**src/rtl/div_sign_ctrl.sv**
```systemverilog
// ---------------------------------------------------------------------------
// div_sign_ctrl : RISC-V DIV/DIVU/REM/REMU sign and sequencing front end
// Revision      : 1.0
// ---------------------------------------------------------------------------
`default_nettype none

module div_sign_ctrl #(
  parameter bit BYPASS_SPECIAL = 1'b1
) (
  input  logic        i_clk,
  input  logic        i_rst,
  input  logic        i_valid,
  output logic        o_ready,
  input  logic [2:0]  i_funct3,
  input  logic [31:0] i_rs1,
  input  logic [31:0] i_rs2,
  input  logic        i_flush,
  output logic        o_valid,
  input  logic        i_ready,
  output logic [31:0] o_result,
  output logic        o_div_start,
  output logic [31:0] o_div_rs1,
  output logic [31:0] o_div_rs2,
  input  logic [31:0] i_div_res,
  input  logic [31:0] i_div_rem,
  input  logic        i_div_ok
);

  localparam logic [2:0] S_IDLE  = 3'd0;
  localparam logic [2:0] S_START = 3'd1;
  localparam logic [2:0] S_BUSY  = 3'd2;
  localparam logic [2:0] S_FIX   = 3'd3;
  localparam logic [2:0] S_DONE  = 3'd4;

  localparam logic [31:0] C_ALL_ONES = 32'hFFFF_FFFF;
  localparam logic [31:0] C_INT_MIN  = 32'h8000_0000;

  logic [2:0]  r_state;
  logic [2:0]  w_next;
  logic        r_is_rem;
  logic        r_neg1;
  logic        r_neg2;
  logic        r_special;
  logic [31:0] r_spec_val;
  logic        r_seen_busy;
  logic [31:0] r_quo;
  logic [31:0] r_rem;

  logic        w_accept;
  logic        w_signed;
  logic        w_is_rem;
  logic        w_neg1;
  logic        w_neg2;
  logic        w_dz;
  logic        w_ovf;
  logic        w_special;
  logic [31:0] w_spec_val;
  logic        w_capture;
  logic [31:0] w_quo_s;
  logic [31:0] w_rem_s;
  logic [31:0] w_fix_val;
  logic        w_unused;

  assign w_unused   = i_funct3[2];
  assign w_accept   = (r_state == S_IDLE) && i_valid && !i_flush;
  assign w_signed   = !i_funct3[0];
  assign w_is_rem   = i_funct3[1];
  assign w_neg1     = i_rs1[31] & w_signed;
  assign w_neg2     = i_rs2[31] & w_signed;
  assign w_dz       = (i_rs2 == 32'd0);
  assign w_ovf      = w_signed && (i_rs1 == C_INT_MIN) && (i_rs2 == C_ALL_ONES);
  assign w_special  = w_dz || w_ovf;
  assign w_spec_val = w_dz ? (w_is_rem ? i_rs1 : C_ALL_ONES)
                           : (w_is_rem ? 32'd0 : C_INT_MIN);
  // The core ok line must drop at least once before its result is trusted.
  assign w_capture  = (r_state == S_BUSY) && i_div_ok && r_seen_busy;

  assign w_quo_s   = (r_neg1 ^ r_neg2) ? (32'd0 - r_quo) : r_quo;
  assign w_rem_s   = r_neg1 ? (32'd0 - r_rem) : r_rem;
  assign w_fix_val = r_special ? r_spec_val : (r_is_rem ? w_rem_s : w_quo_s);

  always_ff @(posedge i_clk or negedge i_rst) begin
    if (!i_rst) begin
      r_state <= S_IDLE;
    end else begin
      r_state <= w_next;
    end
  end

  always_comb begin
    w_next = r_state;
    if (i_flush) begin
      w_next = S_IDLE;
    end else begin
      case (r_state)
        S_IDLE:  if (w_accept) w_next = (w_special && BYPASS_SPECIAL) ? S_DONE : S_START;
        S_START: if (i_div_ok) w_next = S_BUSY;
        S_BUSY:  if (w_capture) w_next = S_FIX;
        S_FIX:   w_next = S_DONE;
        S_DONE:  if (i_ready) w_next = S_IDLE;
        default: w_next = S_IDLE;
      endcase
    end
  end

  always_comb begin
    o_ready     = (r_state == S_IDLE);
    o_valid     = (r_state == S_DONE);
    o_div_start = (r_state == S_START) && i_div_ok && !i_flush;
  end

  always_ff @(posedge i_clk or negedge i_rst) begin
    if (!i_rst) begin
      r_is_rem    <= 1'b0;
      r_neg1      <= 1'b0;
      r_neg2      <= 1'b0;
      r_special   <= 1'b0;
      r_spec_val  <= 32'd0;
      r_seen_busy <= 1'b0;
      r_quo       <= 32'd0;
      r_rem       <= 32'd0;
      o_result    <= 32'd0;
      o_div_rs1   <= 32'd0;
      o_div_rs2   <= 32'd0;
    end else begin
      if (w_accept) begin
        r_is_rem   <= w_is_rem;
        r_neg1     <= w_neg1;
        r_neg2     <= w_neg2;
        r_special  <= w_special;
        r_spec_val <= w_spec_val;
        o_div_rs1  <= w_neg1 ? (32'd0 - i_rs1) : i_rs1;
        o_div_rs2  <= w_neg2 ? (32'd0 - i_rs2) : i_rs2;
        if (w_special && BYPASS_SPECIAL) begin
          o_result <= w_spec_val;
        end
      end
      if (r_state == S_START) begin
        r_seen_busy <= 1'b0;
      end
      if ((r_state == S_BUSY) && !i_div_ok) begin
        r_seen_busy <= 1'b1;
      end
      if (w_capture) begin
        r_quo <= i_div_res;
        r_rem <= i_div_rem;
      end
      if (r_state == S_FIX) begin
        o_result <= w_fix_val;
      end
    end
  end

endmodule

`default_nettype wire

```
**config.mk**
```make
export PLATFORM = sky130hd
export DESIGN_NAME = div_sign_ctrl
export DESIGN_NICKNAME = d
export VERILOG_FILES = /design/src/rtl/div_sign_ctrl.sv
export SDC_FILE = /design/constraint.sdc
export NUM_CORES = 1
export LEC_CHECK = 0
export ABC_AREA = 1
export ABC_CLOCK_PERIOD_IN_PS = 2100
export BUFFER_PORTS_ARGS = -buffer_cell sky130_fd_sc_hd__buf_2
export CELL_PAD_IN_SITES_DETAIL_PLACEMENT = 1
export CELL_PAD_IN_SITES_GLOBAL_PLACEMENT = 1
export CORE_ASPECT_RATIO = 1.5
export CORE_MARGIN = 1
export CORE_UTILIZATION = 36
export DETAILED_ROUTE_END_ITERATION = 10
export MAX_ROUTING_LAYER = met4
export PLACE_DENSITY = 0.85
export SETUP_SLACK_MARGIN = 0.2
export SLEW_MARGIN = 20
export SYNTH_ARGS = -nofsm -noshare
export SYNTH_HDL_FRONTEND = slang
export SYNTH_SLANG_ARGS = --single-unit
```
**constraint.sdc**
```tcl
create_clock -name i_clk -period 2.1 [get_ports i_clk]
set_clock_uncertainty 0.1 [all_clocks]
set_input_delay 0.42 -clock i_clk [delete_from_list [all_inputs] [get_ports i_clk]]
set_output_delay 0.42 -clock i_clk [all_outputs]
set_load 0.02 [all_outputs]
```
==> results.ini, run 1 <==
[synthesis]
syn_area_per_cell_sq_um=6.89
post_synth_num_cell_types=43
syn_inst=1772
ys.flop_type=dfrtp_1
synth_warnings=0
synthTopCellsByArea=dfrtp_1 (41%), nand2_1 (14%), nand3_1 (7.9%)
syn_nets=1914
synth_area_sq_um=12200
synth_top_area_frac=0.410
ys_ff_latch=200
ys_seq_area_frac=0.410
async_flop_share=1.00
yosys.cell_count.top_type=nand2_1
yosys.area.top_type=dfrtp_1
synth_enable_flop_cells=0
synth_commonest_cells=nand2_1 (469), nor2_1 (240), dfrtp_1 (200), nand3_1 (193), inv_1 (154)

[routing]
wl_per_cell_microns=21.1
firstDrtPassIters=8
wl_mm=55.0
vias_per_cell=5.47
dr.first_iter.drc_count=764
vias=14300
ant_nets=0
route.detailed.drc=14

[timing]
grt_setup_unrepaired=yes
slew_headroom=0.649
period_share=0.954
hold_slack_ns=0.0960
clock.fmax_mhz=499
finalHoldViolations=0
drv_slew=0
tightest_slew_ns=0.527
setup_viol=0
min_period_ns=2.00

[floorplanning]
num_io_pins=236
rows=82
start_util=0.365
dieArea_sq_um=34700
die_w_microns=152
core_sq_um=33400
die_y_microns=228

[setup_path]
cp_top_family=simple AND/OR/NAND/NOR gates
path_common_cell=nand3_2
reg2reg_depth=12
crit_path_cell_trace=inv_2 -> ha_4 -> nand3_4 -> nand2_4 -> nand2_4 -> nor2_4 -> nand3_2 -> nand2_1 -> nand3_2 -> nand3_2 -> nand2_2 -> a21oi_2
cp.arrival_ns=2.29
cp_max_fo=8
cp.required_ns=2.38
cp_num_buf_inv=1
worstSetupStartpointType=flip-flop
crit_path_top_delay_cell=dfrtp_1
crit_type=flip-flop to flip-flop
end_kind=flip-flop
r2r_start=r_quo[0]
max_stage_delay_ns=0.40
r2r-end=o_result[24]
r2r_setup_slack_ns=0.1

[placement]
dp.cells=2506
gp_congestion=0.913
place_area_sq_um=14900
port-buffer-count=234
hpwlAfterDp_mm=38.0

[flow_run]
drv_cap=0

[min_path]
hp-class=input pin to flip-flop
hold_start=i_div_rem[31]
whs_path_depth=2
holdPathEnd=r_rem[31]

[global_routing]
grt_usage=0.302
antenna_found_initial=5
grt_pass1_vias=14800
grt_overflow=0
grt_first_pass_wirelength_mm=78.4
grt_max_degree=127

[power]
peakVddDrop_uv=618
power_density_nw_per_um2=1340
cellLeakagePower_nw=8.39

[clock_tree]
clock_sinks=200
root_buffer=clkbuf_16
cts_inserted_buffers=17
htree_num_levels=4
cts.path.max_buffers=2
clk_pin_slew_ns=0.07
tritoncts=yes
insertion_delay_ns=0.47

[status]
status=complete, but fails checks
violations=design-rule violations

[cells_and_area]
finish.instance_area_sq_um=17100
synthToLayoutAreaGrowth_pct=39.9
nNetsFinal=2317
instances_no_fill=2613
final_layout_size_suffix_gt1_frac=0.319

final cells by class:
type	instances	area, sq um
Clock inverter	9	70.1
Sequential cell	200	5010
Multi-Input combinational cell	1332	7030
Timing Repair Buffer	457	3300
Fill cell	4253	16400
Antenna cell	5	12.5
Clock buffer	23	478
Inverter	167	658
Tap cell	420	526
where the power goes:
group	switching (mW)	internal, mW
registers	1.26	5.28
clock network	1.61	1.62
logic	8.02	5.06
total	10.9	12.0
placed cells by master (no fill, tap or decap), types with 5 or more instances in the layout:
master / instances
nand3_2: 38
or2_2: 6
buf_6: 23
o22ai_1: 7
dfrtp_2: 7
buf_2: 231
buf_8: 6
nand4_1: 27
nor2_2: 33
a21oi_1: 110
nand3_1: 150
o21ai_2: 13
nor2_4: 18
xor2_1: 27
clkbuf_16: 25
inv_4: 7
inv_2: 15
nor3_1: 14
nor2_1: 205
o21ai_1: 74
inv_1: 141
nand2_1: 434
nand2_2: 24
xnor2_1: 9
dfrtp_1: 193
a21oi_2: 7
buf_4: 175
nand3b_1: 5
o21ai_0: 57
a31oi_1: 11
buf_12: 10
o211ai_1: 11
nand3_4: 10
diode_2: 5
nand2_4: 11
flip-flops by register name, indices dropped and copies added, names as in the netlist:
register / count
o_div_rs1: 32
o_div_rs2: 32
o_result: 32
r_quo: 32
r_rem: 32
r_spec_val: 32
r_state: 3
r_is_rem: 1
r_neg1: 1
r_neg2: 1
r_seen_busy: 1
r_special: 1
repair_timing:
item / 4_1_cts / 5_1_grt
pin swaps: 23 / 62
cloned: 0 / 10
setup buffers: 26 / 33
setup endpoints to repair: 88 / 132
hold buffers: 1 / 0
resized for setup: 88 / 172
hold endpoints to repair: 34 / 0
per-layer routing:
| metal | vias up | part of all wire | track usage | routed length [microns] |
|---|---|---|---|---|
| li1 | 6578 | - | - | - |
| met1 | 7096 | 0.36 | 0.305 | 20000 |
| met2 | 461 | 0.54 | 0.559 | 29600 |
| met3 | 150 | 0.052 | 0.0558 | 2850 |
| met4 | 0 | 0.046 | 0.149 | 2540 |
| met5 | - | 0 | - | 0 |
metrics by stage:
step	total power, mW	setup slack, ns	utilization	TNS (ns)
2_1_floorplan	12.1	0.204	-	0
5_1_grt	24.1	-0.0317	0.511	-0.0317
6_report	22.9	0.0963	0.511	0
3_5_place_dp	16.4	-0.314	0.446	-13.39
3_3_place_gp	16.0	-0.223	0.446	-7.79
4_1_cts	20.6	0.174	0.478	0
cells by family (layout without fill, tap and decap cells):
kind of cell	count (synthesis)	after routing	synth area share
AOI/OAI and AO/OA	298	298	0.131
xor gates and xnor gates	36	36	0.0258
adders and majority gates	5	5	0.00512
buffers and inverters	240	656	0.0771
DFF	200	200	0.410
muxes	2	2	0.00184
other	0	5	0
and+or+nand+nor	991	991	0.349
worst max path at each step:
stage	startpoint	end	slack, ns	cells past startpoint
after floorplan	i_rs2[1]	o_result[4]	0.20	13
after global placement	i_rs2[1]	o_result[30]	-0.22	14
after detailed placement	i_rs2[1]	o_result[9]	-0.31	14
after CTS	r_state[2]	o_valid	0.17	4
after global routing	r_neg2	o_result[12]	-0.03	14
final	r_quo[0]	o_result[24]	0.1	12
worst register-to-register path, delay by kind of cell (launching register included):
kind / cells / cell delay, ns
adders and majority gates: 1 / 0.17
buffers and inverters: 1 / 0.11
AOI/OAI and AO/OA: 1 / 0.17
DFF: 1 / 0.40
and+or+nand+nor: 9 / 0.99
Note: power is estimated with default switching activity, not from simulation.
==> inputs of run 2 (changes only) <==
--- a/config.mk
+++ b/config.mk
@@ -14,6 +14,7 @@
 export CORE_MARGIN = 1
 export CORE_UTILIZATION = 36
 export DETAILED_ROUTE_END_ITERATION = 10
+export HOLD_SLACK_MARGIN = 0.15
 export MAX_ROUTING_LAYER = met4
 export PLACE_DENSITY = 0.85
 export SETUP_SLACK_MARGIN = 0.2
==> constraint.sdc (replaced) <==
create_clock -name i_clk -period 2.1 [get_ports i_clk]
set_clock_uncertainty 0.1 [all_clocks]
set_input_delay 0.105 -clock i_clk [delete_from_list [all_inputs] [get_ports i_clk]]
set_output_delay 0.105 -clock i_clk [all_outputs]
set_load 0.02 [all_outputs]
==> run 2 against run 1 <==
  * The flow finishes with violations (design-rule violations, negative setup slack)
  * Utilization rose by 2.3 points
  * Register-to-register slack got worse by 0.10 ns
  * Final cell count rose by 2.3%
  * Largest power group unchanged
==> results.ini, run 2 (synthesis gave the netlist of run 1 again) <==
[cells_and_area]
nNetsFinal=2379
final_common_cell=nand2_1
finish.instance_area_sq_um=17900
final_cell_mix=nand2_1 (431), buf_2 (225), dfrtp_1 (191), nor2_1 (179), nand3_1 (157)
final_layout_size_suffix_gt1_frac=0.288
instances_no_fill=2673
synthToLayoutAreaGrowth_pct=46.2

[routing]
wl_per_cell_microns=22.4
vias_per_cell=5.63
dr.first_iter.drc_count=921
vias=15100
route.detailed.drc=13
wl_mm=59.8
firstDrtPassIters=8
ant_nets=0

[clock_tree]
cts_inserted_buffers=17
insertion_delay_ns=0.47
root_buffer=clkbuf_16
cts.path.max_buffers=2
tritoncts=yes
clock_sinks=200
htree_num_levels=4
clk_pin_slew_ns=0.07

[global_routing]
grt_overflow=0
grt_max_degree=127
grt_pass1_vias=15700
grt_first_pass_wirelength_mm=83.6
antenna_found_initial=3
grt_usage=0.321

[power]
power_density_nw_per_um2=1270
peakVddDrop_uv=678
power_mw=22.7
cellLeakagePower_nw=8.60

[timing]
period_share=1.00
min_period_ns=2.10
slew_headroom=0.565
hold_slack_ns=0.115
clock.fmax_mhz=475
drv_slew=0
worst_slack_ns=-0.00492
setup_viol=1
grt_setup_unrepaired=yes
finalHoldViolations=0
tightest_slew_ns=0.652

[floorplanning]
die_y_microns=228
rows=82
dieArea_sq_um=34700
start_util=0.365
die_w_microns=152
core_sq_um=33400
num_io_pins=236

[placement]
gp_congestion=0.928
place_area_sq_um=14400
port-buffer-count=234
hpwlAfterDp_mm=36.6
dp.cells=2444

[min_path]
hp-class=input pin to flip-flop

[status]
violations=design-rule violations, negative setup slack
status=complete, but fails checks

[flow_run]
drv_cap=0

[setup_path]
worstSetupStartpointType=flip-flop
crit_type=flip-flop to flip-flop
end_kind=flip-flop
cp.arrival_ns=2.32
cp.required_ns=2.32
cp_max_fo=3
r2r_setup_slack_ns=-0.005

## run 2: critical path, stage by stage, from the launching register on
cell and delay (ns):
dfrtp_1 0.41, inv_2 0.10, ha_4 0.17, nand3_4 0.09, nand2_4 0.12, buf_4 0.13, o21ai_0 0.07, a21oi_1 0.33
o21ai_1 0.15, o211ai_1 0.12, nand3_1 0.15
## run 2: what timing repair did
| action | CTS | global route |
|---|---|---|
| cloned | 1 | 2 |
| endpoints found under the setup margin | 43 | 125 |
| hold buffers | 152 | 0 |
| hold endpoints to repair | 392 | 0 |
| buffers inserted | 10 | 30 |
| gates resized for setup | 78 | 228 |
| pin swaps | 17 | 61 |
## run 2: layout make-up
class,count,area (sq um)
fill,4146,15600
multi-input combinational,1332,7080
sequential,200,5020
timing repair buffer,519,4000
inverter,167,647
tap,420,526
clock buffer,25,495
clock inverter,7,91.3
antenna,3,7.51
## run 2: metal layers
metal	GRT usage	part of all wire	vias to the layer above	wire length, microns
li1	-	-	6710	-
met1	0.321	0.35	7425	21000
met2	0.597	0.52	639	31300
met3	0.0510	0.059	277	3530
met4	0.177	0.067	0	4000
met5	-	0	-	0
## run 2: per-stage QoR
stage                     setup TNS [ns]   util  setup WS, ns
after floorplan                        0      -         0.224
final                           -0.00492  0.534      -0.00492
after global routing              -0.200  0.534       -0.0837
after CTS                              0  0.504         0.175
after detailed placement        -0.00883  0.431      -0.00883
after global placement                 0  0.431        0.0608
## run 2: worst paths after layout
check / cells after the start / start / endpoint
setup / recovery: 10 / r_quo[1] / o_result[4]
hold / removal: 5 / i_rs1[1] / o_div_rs1[3]
max in group asynchronous: 4 / i_rst / r_quo[4]
hold reg to reg: 2 / o_div_rs1[3] / o_div_rs1[3]
min in group asynchronous: 3 / i_rst / r_quo[29]
setup reg to reg: 10 / r_quo[1] / o_result[4]
## run 2: power by group
group	total, mW	leakage, nW	switching, mW	internal, mW
Combinational	12.6	6.05	8.10	4.52
Sequential	6.62	2.27	1.34	5.28
Clock	3.49	0.287	1.61	1.88
Total	22.7	8.60	11.0	11.7
